<file path="src/rtl/data_ram_arbiter_if.sv">
// rtl/data_ram_arbiter_if.sv - master-side request bus and RAM-side drive for the data RAM arbiter
interface data_ram_arbiter_if #(
  parameter int ADDR_W = 32,
  parameter int DATA_W = 32
);
  logic [1:0]             m_req;
  logic [1:0]             m_lock;
  logic [1:0]             m_we;
  logic [1:0][3:0]        m_sel;
  logic [1:0][ADDR_W-1:0] m_addr;
  logic [1:0][DATA_W-1:0] m_wdata;
  logic [1:0]             m_gnt;
  logic [1:0]             m_rvalid;
  logic [DATA_W-1:0]      m_rdata;
  logic                   cpu_stall;
  logic                   ram_ce;
  logic                   ram_we;
  logic [3:0]             ram_sel;
  logic [ADDR_W-1:0]      ram_addr;
  logic [DATA_W-1:0]      ram_wdata;
  logic [DATA_W-1:0]      ram_rdata;

  modport slave (
    input  m_req, m_lock, m_we, m_sel, m_addr, m_wdata, ram_rdata,
    output m_gnt, m_rvalid, m_rdata, cpu_stall,
           ram_ce, ram_we, ram_sel, ram_addr, ram_wdata
  );

  modport master (
    output m_req, m_lock, m_we, m_sel, m_addr, m_wdata, ram_rdata,
    input  m_gnt, m_rvalid, m_rdata, cpu_stall,
           ram_ce, ram_we, ram_sel, ram_addr, ram_wdata
  );
endinterface

</file>
<file path="src/rtl/data_ram_arbiter.sv">
// rtl/data_ram_arbiter.sv - round-robin two-master arbiter with bounded lock in front of the single-port data RAM
module data_ram_arbiter #(
  parameter int LOCK_MAX = 4
) (
  input logic               clk,
  input logic               rst,
  data_ram_arbiter_if.slave bus
);
  localparam int   CNT_W        = $clog2(LOCK_MAX) + 1;
  localparam logic CHIP_ENABLE  = 1'b1;
  localparam logic CHIP_DISABLE = 1'b0;

  typedef enum logic [1:0] {IDLE, OWN0, OWN1} state_t;

  state_t            state_q, state_d;
  logic              last_q, last_d;
  logic [CNT_W-1:0]  lock_cnt_q, lock_cnt_d;
  logic [1:0]        rvalid_q, rvalid_d;
  logic [31:0]       rdata_q, rdata_d;
  logic [1:0]        gnt;
  logic [1:0]        gnt_o;
  logic              lock_hold;

  always_ff @(posedge clk or posedge rst) begin
    if (rst) begin
      state_q    <= IDLE;
      last_q     <= 1'b1;
      lock_cnt_q <= '0;
      rvalid_q   <= '0;
      rdata_q    <= '0;
    end else begin
      state_q    <= state_d;
      last_q     <= last_d;
      lock_cnt_q <= lock_cnt_d;
      rvalid_q   <= rvalid_d;
      rdata_q    <= rdata_d;
    end
  end

  always_comb begin
    gnt        = 2'b00;
    lock_hold  = 1'b0;
    state_d    = IDLE;
    last_d     = last_q;
    lock_cnt_d = '0;
    // A lock only survives while its owner keeps both lock and req and the budget is not spent
    if (state_q == OWN0 && bus.m_req[0] && bus.m_lock[0] &&
        lock_cnt_q < CNT_W'(LOCK_MAX - 1)) begin
      gnt       = 2'b01;
      lock_hold = 1'b1;
    end else if (state_q == OWN1 && bus.m_req[1] && bus.m_lock[1] &&
                 lock_cnt_q < CNT_W'(LOCK_MAX - 1)) begin
      gnt       = 2'b10;
      lock_hold = 1'b1;
    end else if (bus.m_req == 2'b11) begin
      gnt = last_q ? 2'b01 : 2'b10;
    end else begin
      gnt = bus.m_req;
    end

    if (gnt[0]) last_d = 1'b0;
    else if (gnt[1]) last_d = 1'b1;

    if (gnt[0] && bus.m_lock[0]) state_d = OWN0;
    else if (gnt[1] && bus.m_lock[1]) state_d = OWN1;

    if (lock_hold) lock_cnt_d = lock_cnt_q + CNT_W'(1);
    else if (state_d == state_q && state_d != IDLE) lock_cnt_d = lock_cnt_q;

    rvalid_d = {gnt[1] & ~bus.m_we[1], gnt[0] & ~bus.m_we[0]};
    rdata_d  = (|rvalid_d) ? bus.ram_rdata : rdata_q;
  end

  always_comb begin
    gnt_o         = rst ? 2'b00 : gnt;
    bus.m_gnt     = gnt_o;
    bus.cpu_stall = bus.m_req[0] & ~gnt_o[0];
    bus.m_rvalid  = rvalid_q;
    bus.m_rdata   = rdata_q;
    bus.ram_ce    = CHIP_DISABLE;
    bus.ram_we    = 1'b0;
    bus.ram_sel   = 4'b0000;
    bus.ram_addr  = '0;
    bus.ram_wdata = '0;
    if (gnt_o[0]) begin
      bus.ram_ce    = CHIP_ENABLE;
      bus.ram_we    = bus.m_we[0];
      bus.ram_sel   = bus.m_sel[0];
      bus.ram_addr  = bus.m_addr[0];
      bus.ram_wdata = bus.m_wdata[0];
    end else if (gnt_o[1]) begin
      bus.ram_ce    = CHIP_ENABLE;
      bus.ram_we    = bus.m_we[1];
      bus.ram_sel   = bus.m_sel[1];
      bus.ram_addr  = bus.m_addr[1];
      bus.ram_wdata = bus.m_wdata[1];
    end
  end
endmodule

</file>
<file path="src/flat_wrapper.sv">
// flat-port wrapper written by rule: the top's interface ports become plain ports
module data_ram_arbiter_flat 
#(
  parameter int LOCK_MAX = 4
)
  (clk, rst, bus_m_req, bus_m_lock, bus_m_we, bus_m_sel, bus_m_addr, bus_m_wdata, bus_ram_rdata, bus_m_gnt, bus_m_rvalid, bus_m_rdata, bus_cpu_stall, bus_ram_ce, bus_ram_we, bus_ram_sel, bus_ram_addr, bus_ram_wdata);
  data_ram_arbiter_if bus_i ();
  input logic clk;
  input logic rst;
  input wire logic [$bits(bus_i.m_req)-1:0] bus_m_req;
  input wire logic [$bits(bus_i.m_lock)-1:0] bus_m_lock;
  input wire logic [$bits(bus_i.m_we)-1:0] bus_m_we;
  input wire logic [$bits(bus_i.m_sel)-1:0] bus_m_sel;
  input wire logic [$bits(bus_i.m_addr)-1:0] bus_m_addr;
  input wire logic [$bits(bus_i.m_wdata)-1:0] bus_m_wdata;
  input wire logic [$bits(bus_i.ram_rdata)-1:0] bus_ram_rdata;
  output wire logic [$bits(bus_i.m_gnt)-1:0] bus_m_gnt;
  output wire logic [$bits(bus_i.m_rvalid)-1:0] bus_m_rvalid;
  output wire logic [$bits(bus_i.m_rdata)-1:0] bus_m_rdata;
  output wire logic [$bits(bus_i.cpu_stall)-1:0] bus_cpu_stall;
  output wire logic [$bits(bus_i.ram_ce)-1:0] bus_ram_ce;
  output wire logic [$bits(bus_i.ram_we)-1:0] bus_ram_we;
  output wire logic [$bits(bus_i.ram_sel)-1:0] bus_ram_sel;
  output wire logic [$bits(bus_i.ram_addr)-1:0] bus_ram_addr;
  output wire logic [$bits(bus_i.ram_wdata)-1:0] bus_ram_wdata;
  assign bus_i.m_req = bus_m_req;
  assign bus_i.m_lock = bus_m_lock;
  assign bus_i.m_we = bus_m_we;
  assign bus_i.m_sel = bus_m_sel;
  assign bus_i.m_addr = bus_m_addr;
  assign bus_i.m_wdata = bus_m_wdata;
  assign bus_i.ram_rdata = bus_ram_rdata;
  assign bus_m_gnt = bus_i.m_gnt;
  assign bus_m_rvalid = bus_i.m_rvalid;
  assign bus_m_rdata = bus_i.m_rdata;
  assign bus_cpu_stall = bus_i.cpu_stall;
  assign bus_ram_ce = bus_i.ram_ce;
  assign bus_ram_we = bus_i.ram_we;
  assign bus_ram_sel = bus_i.ram_sel;
  assign bus_ram_addr = bus_i.ram_addr;
  assign bus_ram_wdata = bus_i.ram_wdata;
  data_ram_arbiter #(.LOCK_MAX(LOCK_MAX)) u_core (.clk(clk), .rst(rst), .bus(bus_i));
endmodule
</file>
<file path="config.mk">
export PLATFORM = sky130hd
export DESIGN_NAME = data_ram_arbiter_flat
export DESIGN_NICKNAME = d
export VERILOG_FILES = /design/src/rtl/data_ram_arbiter_if.sv /design/src/rtl/data_ram_arbiter.sv /design/src/flat_wrapper.sv
export SDC_FILE = /design/constraint.sdc
export NUM_CORES = 1
export LEC_CHECK = 0
export CAP_MARGIN = 20
export CORE_AREA = 2 2 108 110
export CTS_CLUSTER_SIZE = 24
export DETAILED_ROUTE_END_ITERATION = 10
export DIE_AREA = 0 0 110 112
export DONT_BUFFER_PORTS = 1
export GPL_TIMING_DRIVEN = 0
export PLACE_DENSITY = 0.32
export SLEW_MARGIN = 0
export SYNTH_ARGS = -nofsm -noshare
export SYNTH_HDL_FRONTEND = slang
export SYNTH_SLANG_ARGS = --single-unit
</file>
<file path="constraint.sdc">
create_clock -name clk -period 3.1 [get_ports clk]
set_input_delay 0.31 -clock clk [delete_from_list [all_inputs] [get_ports clk]]
set_output_delay 0.31 -clock clk [all_outputs]
set_load 0.02 [all_outputs]
</file>
==> results of run 1 <==
==> worst paths after layout <==
| check | to | slack [ns] | cells after the start |
|---|---|---|---|
| worst max-delay path | bus_ram_addr[1] | 0.43 | 5 |
| worst min-delay path | u_core.bus.m_rvalid[0] | 0.09 | 1 |
| worst max register to register | u_core.bus.m_rdata[15] | 1.19 | 5 |
| worst min register to register | u_core.last_q | 0.48 | 2 |
| max in group asynchronous | u_core.last_q | 2.23 | 3 |
| min in group asynchronous | u_core.bus.m_rdata[2] | 0.38 | 2 |
==> registers in the layout, summed over array words and instances (netlist names) <==
register             cells
u_core.bus.m_rdata      32
u_core.bus.m_rvalid      2
u_core.last_q            1
u_core.lock_cnt_q        3
u_core.state_q           2
==> Yosys cell counts <==
master / instances
o211ai_2: 1
nand2_1: 4
a32o_1: 1
a22o_2: 1
a22o_1: 68
mux2i_1: 1
dfstp_2: 1
buf_6: 7
mux2_2: 23
a21oi_4: 1
and3_2: 3
dfrtp_1: 39
nor2_1: 2
nand4b_1: 2
a211oi_1: 1
o21ai_0: 2
o221ai_1: 1
a21o_2: 1
a21bo_2: 1
o211ai_1: 1
o21ai_2: 1
a21oi_1: 2
a211oi_4: 1
inv_1: 3
a21boi_0: 1
buf_2: 10
and4b_1: 2
ha_1: 1
a22oi_1: 1
nand2_2: 1
buf_4: 1
nand3b_1: 1
nand3_1: 3
mux2_1: 9
==> report_power, final <==
part | leakage, uW | switching (uW) | total, uW | internal (uW)
sequential | 0.000479 | 162 | 771 | 609
combinational | 0.000617 | 240 | 393 | 153
clock | 0.0000667 | 196 | 489 | 292
total | 0.00116 | 598 | 1650 | 1050
==> stage by stage <==
stage	total power, uW	hold WS [ns]	worst slack, ns	TNS (ns)
6_report	1650	0.0924	0.427	0
5_1_grt	1740	0.0832	0.263	0
4_1_cts	1680	0.0858	0.366	0
3_5_place_dp	1180	0.0985	0.689	0
3_3_place_gp	1180	0.385	-0.101	-1.33
2_1_floorplan	1090	0.376	0.649	0
==> worst max-delay path, delay by kind of cell, from the launching register on <==
family	cells	cell delay (ns)
simple gates	2	0.43
flops	1	0.41
buf+inv	1	0.24
compound gates	2	0.99
==> routing by layer <==
metal  global-route usage, %  wire (microns)  part of all wire (%)
met1                    17.7            3760                    39
met3                    4.74            1130                    12
met5                       0               0                     0
met4                    3.29              86                  0.90
met2                    23.0            4610                    48
==> layout make-up <==
| class | instances | area share (%) |
|---|---|---|
| multi-input cells | 137 | 45.5 |
| well taps | 143 | 6.54 |
| repair buffers | 2 | 1.10 |
| plain buffers | 18 | 4.98 |
| inverters | 3 | 0.411 |
| flip-flops and latches | 40 | 36.6 |
| clock inverters | 1 | 0.183 |
| clock buffers | 6 | 4.71 |
==> cells by family (layout without fill, tap and decap cells) <==
group | count (synthesis) | after routing | share of synthesized area [%]
fa+ha+maj | 1 | 1 | 0.522
simple gates | 18 | 18 | 4.65
mux | 33 | 33 | 15.5
buf+inv | 21 | 30 | 6.17
flops | 40 | 40 | 41.8
compound gates | 85 | 85 | 31.3
==> repair_timing <==
| action | CTS | global route |
|---|---|---|
| gates resized for setup | 0 | 0 |
| buffers inserted | 0 | 0 |
| hold buffers | 1 | 0 |
| hold endpoints to repair | 5 | 0 |
==> results.py, run 1 <==
metrics = {
    "synthesis": {
        "synth_top_area_share_pct": 40.8,
        "syn_inst": 198,
        "synth_area_per_cell_sq_um": 12.1,
        "syn_nets": 375,
        "synth-warning-count": 0,
        "synth_seq_area_share_pct": 41.8,
        "synthTopCellsByArea": "dfrtp_1 (41%), a22o_1 (25%), mux2_2 (11%)",
        "yosysUniqueCellTypes": 34,
        "syn_area_sq_um": 2390,
        "ys_ff_latch": 40,
        "yosys.area.top_type": "dfrtp_1",
    },
    "sta": {
        "max_freq_mhz": 374,
        "period_minus_slack_ns": 2.67,
        "setup_viol_count_final": 0,
        "rsz0062_at_grt": "false",
        "period_share_pct": 86.2,
        "tightest_slew_ns": 0.633,
        "hold_viol": 0,
        "max-slew-margin-rel_pct": 57.6,
        "drv_slew": 0,
        "fin_skew_ns": 0.00294,
    },
    "layout": {
        "final_cell_mix": "a22o_1 (68), dfrtp_1 (39), mux2_2 (23)",
        "fin_nets": 384,
        "register_area_sq_um": 1000,
        "final_layout_size_suffix_gt1_share_pct": 29.5,
        "design_area_sq_um": 2740,
        "fin_util_pct": 24.5,
        "fill_cells": 1172,
        "layout.cells.non_filler": 350,
        "multiInputGateArea_sq_um": 1240,
        "area_growth_pct": 14.3,
        "final_common_cell": "a22o_1",
        "diodes": 0,
    },
    "global_route": {
        "gr-total-overflow": 0,
        "grt_max_degree": 37,
        "antenna_found_initial": 0,
        "globalRouteTotalUtil_pct": 14.0,
        "grt_pass1_wl_microns": 12100,
        "first_global_vias": 1908,
    },
    "setup_path": {
        "required_ns": 2.79,
        "critical_path.max_fanout": 10,
        "crit_path_end_kind": "output port",
        "crit_start": "u_core.state_q[1]",
        "regToRegStartpoint": "u_core.state_q[1]",
        "crit_type": "reg -> out",
        "worst_ep_arrival_time_ns": 2.36,
        "crit_chain": "and4b_1, nand2_2, a211oi_4, buf_6, a22o_1",
        "cpMaxStageDelayCell": "a211oi_4",
        "crit_path_max_incr_delay_ns": 0.61,
        "start_kind": "register",
    },
    "floorplanning": {
        "pin_count": 283,
        "fp-row-count": 39,
        "die_area_sq_um": 12300,
        "initial_core_util_pct": 21.4,
        "die_y_microns": 112,
        "fp.dieW_microns": 110,
        "core_sq_um": 11200,
    },
    "power_and_ir_drop": {
        "peakVddDrop_mv": 0.285,
        "p_leak_uw": 0.00116,
        "power_density_nw_per_um2": 604,
    },
    "job": {
        "cap_violations": 0,
    },
    "cts": {
        "cts-root-buf": "clkbuf_16",
        "cts.sinks": 40,
        "clock_latency_ns": 0.28,
        "cts_tree": "built",
        "cts_buffers": 5,
        "htreeDepth": 2,
        "path_clk_slew_ns": 0.06,
        "cts_max_path_buffers": 2,
    },
    "drt": {
        "wirelength_microns": 9580,
        "vias": 1884,
        "viasPerCell": 5.38,
        "ant_nets": 0,
        "route.detailed.drc": 0,
        "firstDrtPassIters": 4,
        "routedWlPerCell_microns": 27.4,
        "drt_iter0_drc": 86,
    },
    "status": {
        "status": "completed",
    },
    "placed_design": {
        "io_buffer_count": 0,
        "place_congestion": 0.742,
        "hpwl_microns": 7960,
        "place_inst": 342,
        "placed_area_sq_um": 2590,
    },
    "worst_hold_path": {
        "hold_path.class": "in -> reg",
        "hp-start": "bus_m_we[0]",
    },
}
(Power assumes the default switching activity.)
==> inputs of run 2 (changes only) <==
--- a/config.mk
+++ b/config.mk
@@ -5,14 +5,15 @@
 export SDC_FILE = /design/constraint.sdc
 export NUM_CORES = 1
 export LEC_CHECK = 0
+export ABC_AREA = 1
 export CAP_MARGIN = 20
-export CORE_AREA = 2 2 108 110
+export CORE_AREA = 2 2 110 112
 export CTS_CLUSTER_SIZE = 24
 export DETAILED_ROUTE_END_ITERATION = 10
-export DIE_AREA = 0 0 110 112
+export DIE_AREA = 0 0 112 114
 export DONT_BUFFER_PORTS = 1
 export GPL_TIMING_DRIVEN = 0
-export PLACE_DENSITY = 0.32
+export PLACE_DENSITY = 0.33
 export SLEW_MARGIN = 0
 export SYNTH_ARGS = -nofsm -noshare
 export SYNTH_HDL_FRONTEND = slang
==> results.py, run 2 <==
metrics = {
    "global_route": {
        "antenna_found_initial": 0,
        "first_global_vias": 2500,
        "grt_pass1_wl_microns": 14200,
        "globalRouteTotalUtil_pct": 14.2,
        "gr-total-overflow": 0,
        "grt_max_degree": 32,
    },
    "cts": {
        "path_clk_slew_ns": 0.06,
        "ctsHoldBuffers": 1,
        "cts-root-buf": "clkbuf_16",
        "cts_max_path_buffers": 2,
        "cts-resized-gates": 0,
        "cts.sinks": 40,
        "cts_tree": "built",
        "cts_buffers": 5,
        "cts_setup_buffers": 0,
        "htreeDepth": 2,
        "clock_latency_ns": 0.28,
    },
    "sta": {
        "setup_viol_count_final": 0,
        "fin_skew_ns": 0.00468,
        "drv_slew": 0,
        "hold_viol": 0,
        "tightest_slew_ns": 0.694,
        "rsz0062_at_grt": "false",
        "max-slew-margin-rel_pct": 53.3,
        "max_freq_mhz": 372,
        "period_share_pct": 86.7,
        "tns_ns": 0,
        "period_minus_slack_ns": 2.69,
    },
    "placed_design": {
        "place_congestion": 0.833,
        "io_buffer_count": 0,
        "hpwl_microns": 8120,
        "placed_area_sq_um": 2820,
    },
    "synthesis": {
        "syn_area_sq_um": 2610,
        "yosysUniqueCellTypes": 20,
        "syn_nets": 596,
        "synth_seq_area_share_pct": 38.3,
        "async_reset_ff_share_pct": 100,
        "synth-warning-count": 0,
        "yosys.area.top_type": "nand2_1",
        "synth_top_area_share_pct": 40.1,
        "yosysMostFrequentCell": "nand2_1",
        "synth_flop_cell": "dfrtp_1",
        "synthTopCellsByCount": "nand2_1 (279), dfrtp_1 (39), nand3_1 (33)",
        "syn_inst": 419,
        "synth_area_per_cell_sq_um": 6.24,
        "synth-edff-count": 0,
        "ys_ff_latch": 40,
        "synthTopCellsByArea": "nand2_1 (40%), dfrtp_1 (37%), nand3_1 (6.3%)",
    },
    "floorplanning": {
        "die_y_microns": 114,
        "fp-row-count": 40,
        "pin_count": 283,
        "fp.dieW_microns": 112,
        "die_area_sq_um": 12800,
        "initial_core_util_pct": 22.3,
        "core_sq_um": 11700,
    },
    "drt": {
        "vias": 2638,
        "drt_iter0_drc": 141,
        "route.detailed.drc": 0,
        "viasPerCell": 4.58,
        "wirelength_microns": 9910,
        "routedWlPerCell_microns": 17.2,
        "ant_nets": 0,
        "firstDrtPassIters": 4,
    },
    "layout": {
        "final_common_cell": "nand2_1",
        "fin_util_pct": 25.7,
        "final_cell_mix": "nand2_1 (279), dfrtp_1 (39), nand3_1 (33)",
        "diodes": 0,
        "final_layout_size_suffix_gt1_share_pct": 10.5,
        "design_area_sq_um": 3010,
        "fin_nets": 605,
        "fill_cells": 1381,
        "largest_reg_flops": 32,
        "area_growth_pct": 15.2,
    },
    "setup_path": {
        "critical_path.max_fanout": 31,
        "crit_type": "in -> out",
        "worst_ep_arrival_time_ns": 2.38,
        "crit_path_end_kind": "output port",
        "start_kind": "input port",
        "required_ns": 2.79,
    },
    "power_and_ir_drop": {
        "power_frac_seq_pct": 43.4,
        "p_comb_share_pct": 21.6,
        "clkPwrFrac_pct": 35.0,
        "switching_share_pct": 36.9,
        "peakVddDrop_mv": 0.457,
        "power_density_nw_per_um2": 599,
        "p_sw_uw": 665,
        "p_leak_uw": 0.00174,
        "p_int_uw": 1140,
    },
    "job": {
        "cap_violations": 0,
    },
    "worst_hold_path": {
        "hold_path.class": "in -> reg",
    },
    "status": {
        "status": "completed",
    },
}
[run 2: changes by cell type in the layout (fill, tap and decap cells not counted), moves of 4 or more]
cell	previous run	this run
nand2_1	4	279
a22o_1	68	0
nand3_1	3	33
mux2_2	23	0
inv_1	2	12
mux2_1	9	0
nand2_2	1	10
nand4_1	0	4
[run 2: logic make-up (layout without fill, tap and decap cells)]
kind of cell	count (synthesis)	in the layout	synth area share, %
compound gates	5	5	0.957
xor+xnor	1	1	0.335
fa+ha+maj	1	1	0.479
buf+inv	39	49	8.57
flops	40	40	38.3
simple gates	333	333	51.3
[run 2: path summary, 6_finish.rpt]
kind                                       from                endpoint  slack (ns)  cells past startpoint
setup / recovery                            rst        bus_ram_addr[10]        0.41                      8
hold / removal                     bus_m_req[0]           u_core.last_q        0.10                      1
setup reg to reg           u_core.lock_cnt_q[1]  u_core.bus.m_rdata[30]        1.24                     11
hold reg to reg                   u_core.last_q           u_core.last_q        0.49                      2
max in group asynchronous                   rst  u_core.bus.m_rdata[16]        2.23                      3
min in group asynchronous                   rst       u_core.state_q[1]        0.42                      2
[run 2: routing by layer]
layer	track usage (%)	wire length, microns	share of wire [%]	vias up
met1	16.9	3820	39	1193
met5	0	0	0	-
li1	-	-	-	1289
met4	3.33	95	0.96	0
met2	24.7	4940	50	148
met3	5.15	1050	11	8
[run 2: layout make-up]
class                           count  area (sq um)  share of cell area, %
Multi-Input combinational cell    340          1390                   46.1
Sequential cell                    40          1000                   33.3
Tap cell                          147           184                   6.11
Buffer                             23           164                   5.44
Clock buffer                        7           153                   5.07
Inverter                           16          60.1                   2.00
Clock inverter                      1          30.0                  0.998
Timing Repair Buffer                2          30.0                  0.998
[run 2: power groups by stage]
stage,clock network (uW),registers (uW),logic [uW]
2_1_floorplan,0,767,321
3_3_place_gp,0,795,391
3_5_place_dp,0,793,398
4_1_cts,654,786,399
5_1_grt,670,795,439
6_report,631,782,390
[run 2: worst max-delay path, stage by stage]
cell,delay [ns]
dlygate4sd3_1,0.55
inv_2,0.22
buf_12,0.24
nand2_1,0.10
inv_2,0.14
clkbuf_1,0.40
nand2_1,0.15
nand2_1,0.25
[run 2: metrics by stage]
stage                     setup slack [ns]  cells  power (uW)  hold WS [ns]
after floorplan                      0.777    419        1090         0.384
after global placement              -0.174    566        1190         0.404
after detailed placement             0.727    567        1190         0.151
after CTS                            0.319    576        1840         0.101
after global routing                 0.207    576        1900         0.127
final                                0.413    576        1800         0.104
==> inputs of run 3 (changes only) <==
==> constraint.sdc (replaced) <==
create_clock -name clk -period 2.7 [get_ports clk]
set_input_delay 0.27 -clock clk [delete_from_list [all_inputs] [get_ports clk]]
set_output_delay 0.27 -clock clk [all_outputs]
set_load 0.02 [all_outputs]
==> results.py, run 3 (synthesized netlist as in run 2, its figures left out) <==
metrics = {
    "status": {
        "status": "completed",
    },
    "layout": {
        "final_cell_mix": "nand2_1 (279), dfrtp_1 (39), nand3_1 (33)",
        "final_common_cell": "nand2_1",
        "area_growth_pct": 15.7,
        "final_layout_size_suffix_gt1_share_pct": 10.9,
        "fin_nets": 606,
        "layout.cells.non_filler": 577,
        "largest_reg_flops": 32,
        "diodes": 0,
    },
    "worst_hold_path": {
        "hold_path.class": "in -> reg",
    },
    "drt": {
        "vias": 2649,
        "firstDrtPassIters": 4,
        "ant_nets": 0,
        "viasPerCell": 4.59,
        "drt_iter0_drc": 133,
        "wirelength_microns": 9940,
        "routedWlPerCell_microns": 17.2,
        "route.detailed.drc": 0,
    },
    "cts": {
        "cts_buffers": 5,
        "cts_max_path_buffers": 2,
        "cts-root-buf": "clkbuf_16",
        "clock_latency_ns": 0.28,
        "cts.sinks": 40,
        "cts_setup_buffers": 0,
        "htreeDepth": 2,
        "path_clk_slew_ns": 0.06,
        "cts_tree": "built",
    },
    "setup_path": {
        "cpMaxStageDelayCell": "dfrtp_1",
        "crit_path_end_kind": "output port",
        "crit_type": "reg -> out",
        "required_ns": 2.43,
        "start_kind": "register",
        "crit_chain": "a21oi_1, nand2_1, nand2_1, nand2_2, inv_2, nand2_1, inv_2, buf_4, buf_2, nand2_1, nand2_1",
        "cpMostUsedCell": "nand2_1",
        "critPathTopFamily": "simple AND/OR/NAND/NOR gates",
        "crit_path_max_incr_delay_ns": 0.40,
        "crit_buf_inv": 4,
        "worst_ep_arrival_time_ns": 2.25,
        "critical_path.max_fanout": 10,
        "rrSetupSlack_ns": 0.84,
    },
    "floorplanning": {
        "initial_core_util_pct": 22.3,
        "fp.dieW_microns": 112,
        "fp-row-count": 40,
        "pin_count": 283,
        "die_y_microns": 114,
        "die_area_sq_um": 12800,
        "core_sq_um": 11700,
    },
    "sta": {
        "drv_slew": 0,
        "rsz0062_at_grt": "false",
        "hold_ws_ns": 0.0660,
        "setup_viol_count_final": 0,
        "hold_viol": 0,
        "max_freq_mhz": 396,
        "period_minus_slack_ns": 2.52,
        "max-slew-margin-rel_pct": 53.3,
        "tightest_slew_ns": 0.694,
        "fin_skew_ns": 0.00416,
        "period_share_pct": 93.5,
    },
    "placed_design": {
        "place_inst": 567,
        "io_buffer_count": 0,
        "hpwl_microns": 8120,
        "place_congestion": 0.833,
    },
    "global_route": {
        "grt_max_degree": 32,
        "grt_pass1_wl_microns": 14200,
        "globalRouteTotalUtil_pct": 14.3,
        "gr-total-overflow": 0,
        "antenna_found_initial": 0,
        "first_global_vias": 2505,
    },
    "power_and_ir_drop": {
        "power_density_nw_per_um2": 686,
        "peakVddDrop_mv": 0.527,
        "p_leak_uw": 0.00175,
    },
    "job": {
        "cap_violations": 0,
    },
}
[run 3: cell type report]
cell class | count | area [sq um]
Sequential cell | 40 | 1000
Multi-Input combinational cell | 340 | 1390
Clock inverter | 1 | 30.0
Inverter | 16 | 60.1
Clock buffer | 7 | 153
Buffer | 23 | 166
Tap cell | 147 | 184
Fill cell | 1379 | 8690
Timing Repair Buffer | 3 | 40.0
[run 3: metrics by stage]
stage | setup TNS, ns | worst slack, ns | utilization (%) | total power [uW] | cell area, sq um
5_1_grt | 0 | 0.00495 | 25.8 | 2190 | 3020
3_3_place_gp | -19.61 | -0.494 | 23.9 | 1360 | 2800
6_report | 0 | 0.175 | 25.8 | 2070 | 3020
2_1_floorplan | 0 | 0.457 | - | 1250 | 2610
3_5_place_dp | 0 | 0.367 | 24.1 | 1370 | 2820
4_1_cts | 0 | 0.0458 | 25.8 | 2110 | 3020
[run 3: final timing paths]
kind                                               end  cells after the start                  from
worst max-delay path                 bus_ram_wdata[12]                     11  u_core.lock_cnt_q[1]
worst max register to register  u_core.bus.m_rdata[30]                     11  u_core.lock_cnt_q[1]
min in group asynchronous                u_core.last_q                      2                   rst
worst min register to register           u_core.last_q                      2         u_core.last_q
max in group asynchronous       u_core.bus.m_rdata[28]                      3                   rst
worst min-delay path                     u_core.last_q                      1          bus_m_req[0]
[run 3: layer usage]
metal | track usage, % | vias up | routed length (microns)
li1 | - | 1291 | -
met1 | 17.0 | 1200 | 3820
met2 | 24.7 | 150 | 4970
met3 | 5.15 | 8 | 1070
met4 | 3.33 | 0 | 95
met5 | 0 | - | 0
[run 3: report_power, final]
part / internal (uW) / leakage [uW] / total (uW) / switching [uW]
Sequential: 700 / 0.000499 / 898 / 198
Combinational: 121 / 0.00116 / 449 / 328
Clock: 487 / 0.0000901 / 726 / 239
Total: 1310 / 0.00175 / 2070 / 765
[run 3: timing repair]
item	4_1_cts	5_1_grt
endpoints found under the hold margin	9	0
hold buffers	2	0
gates resized for setup	0	4
endpoints found under the setup margin	0	14
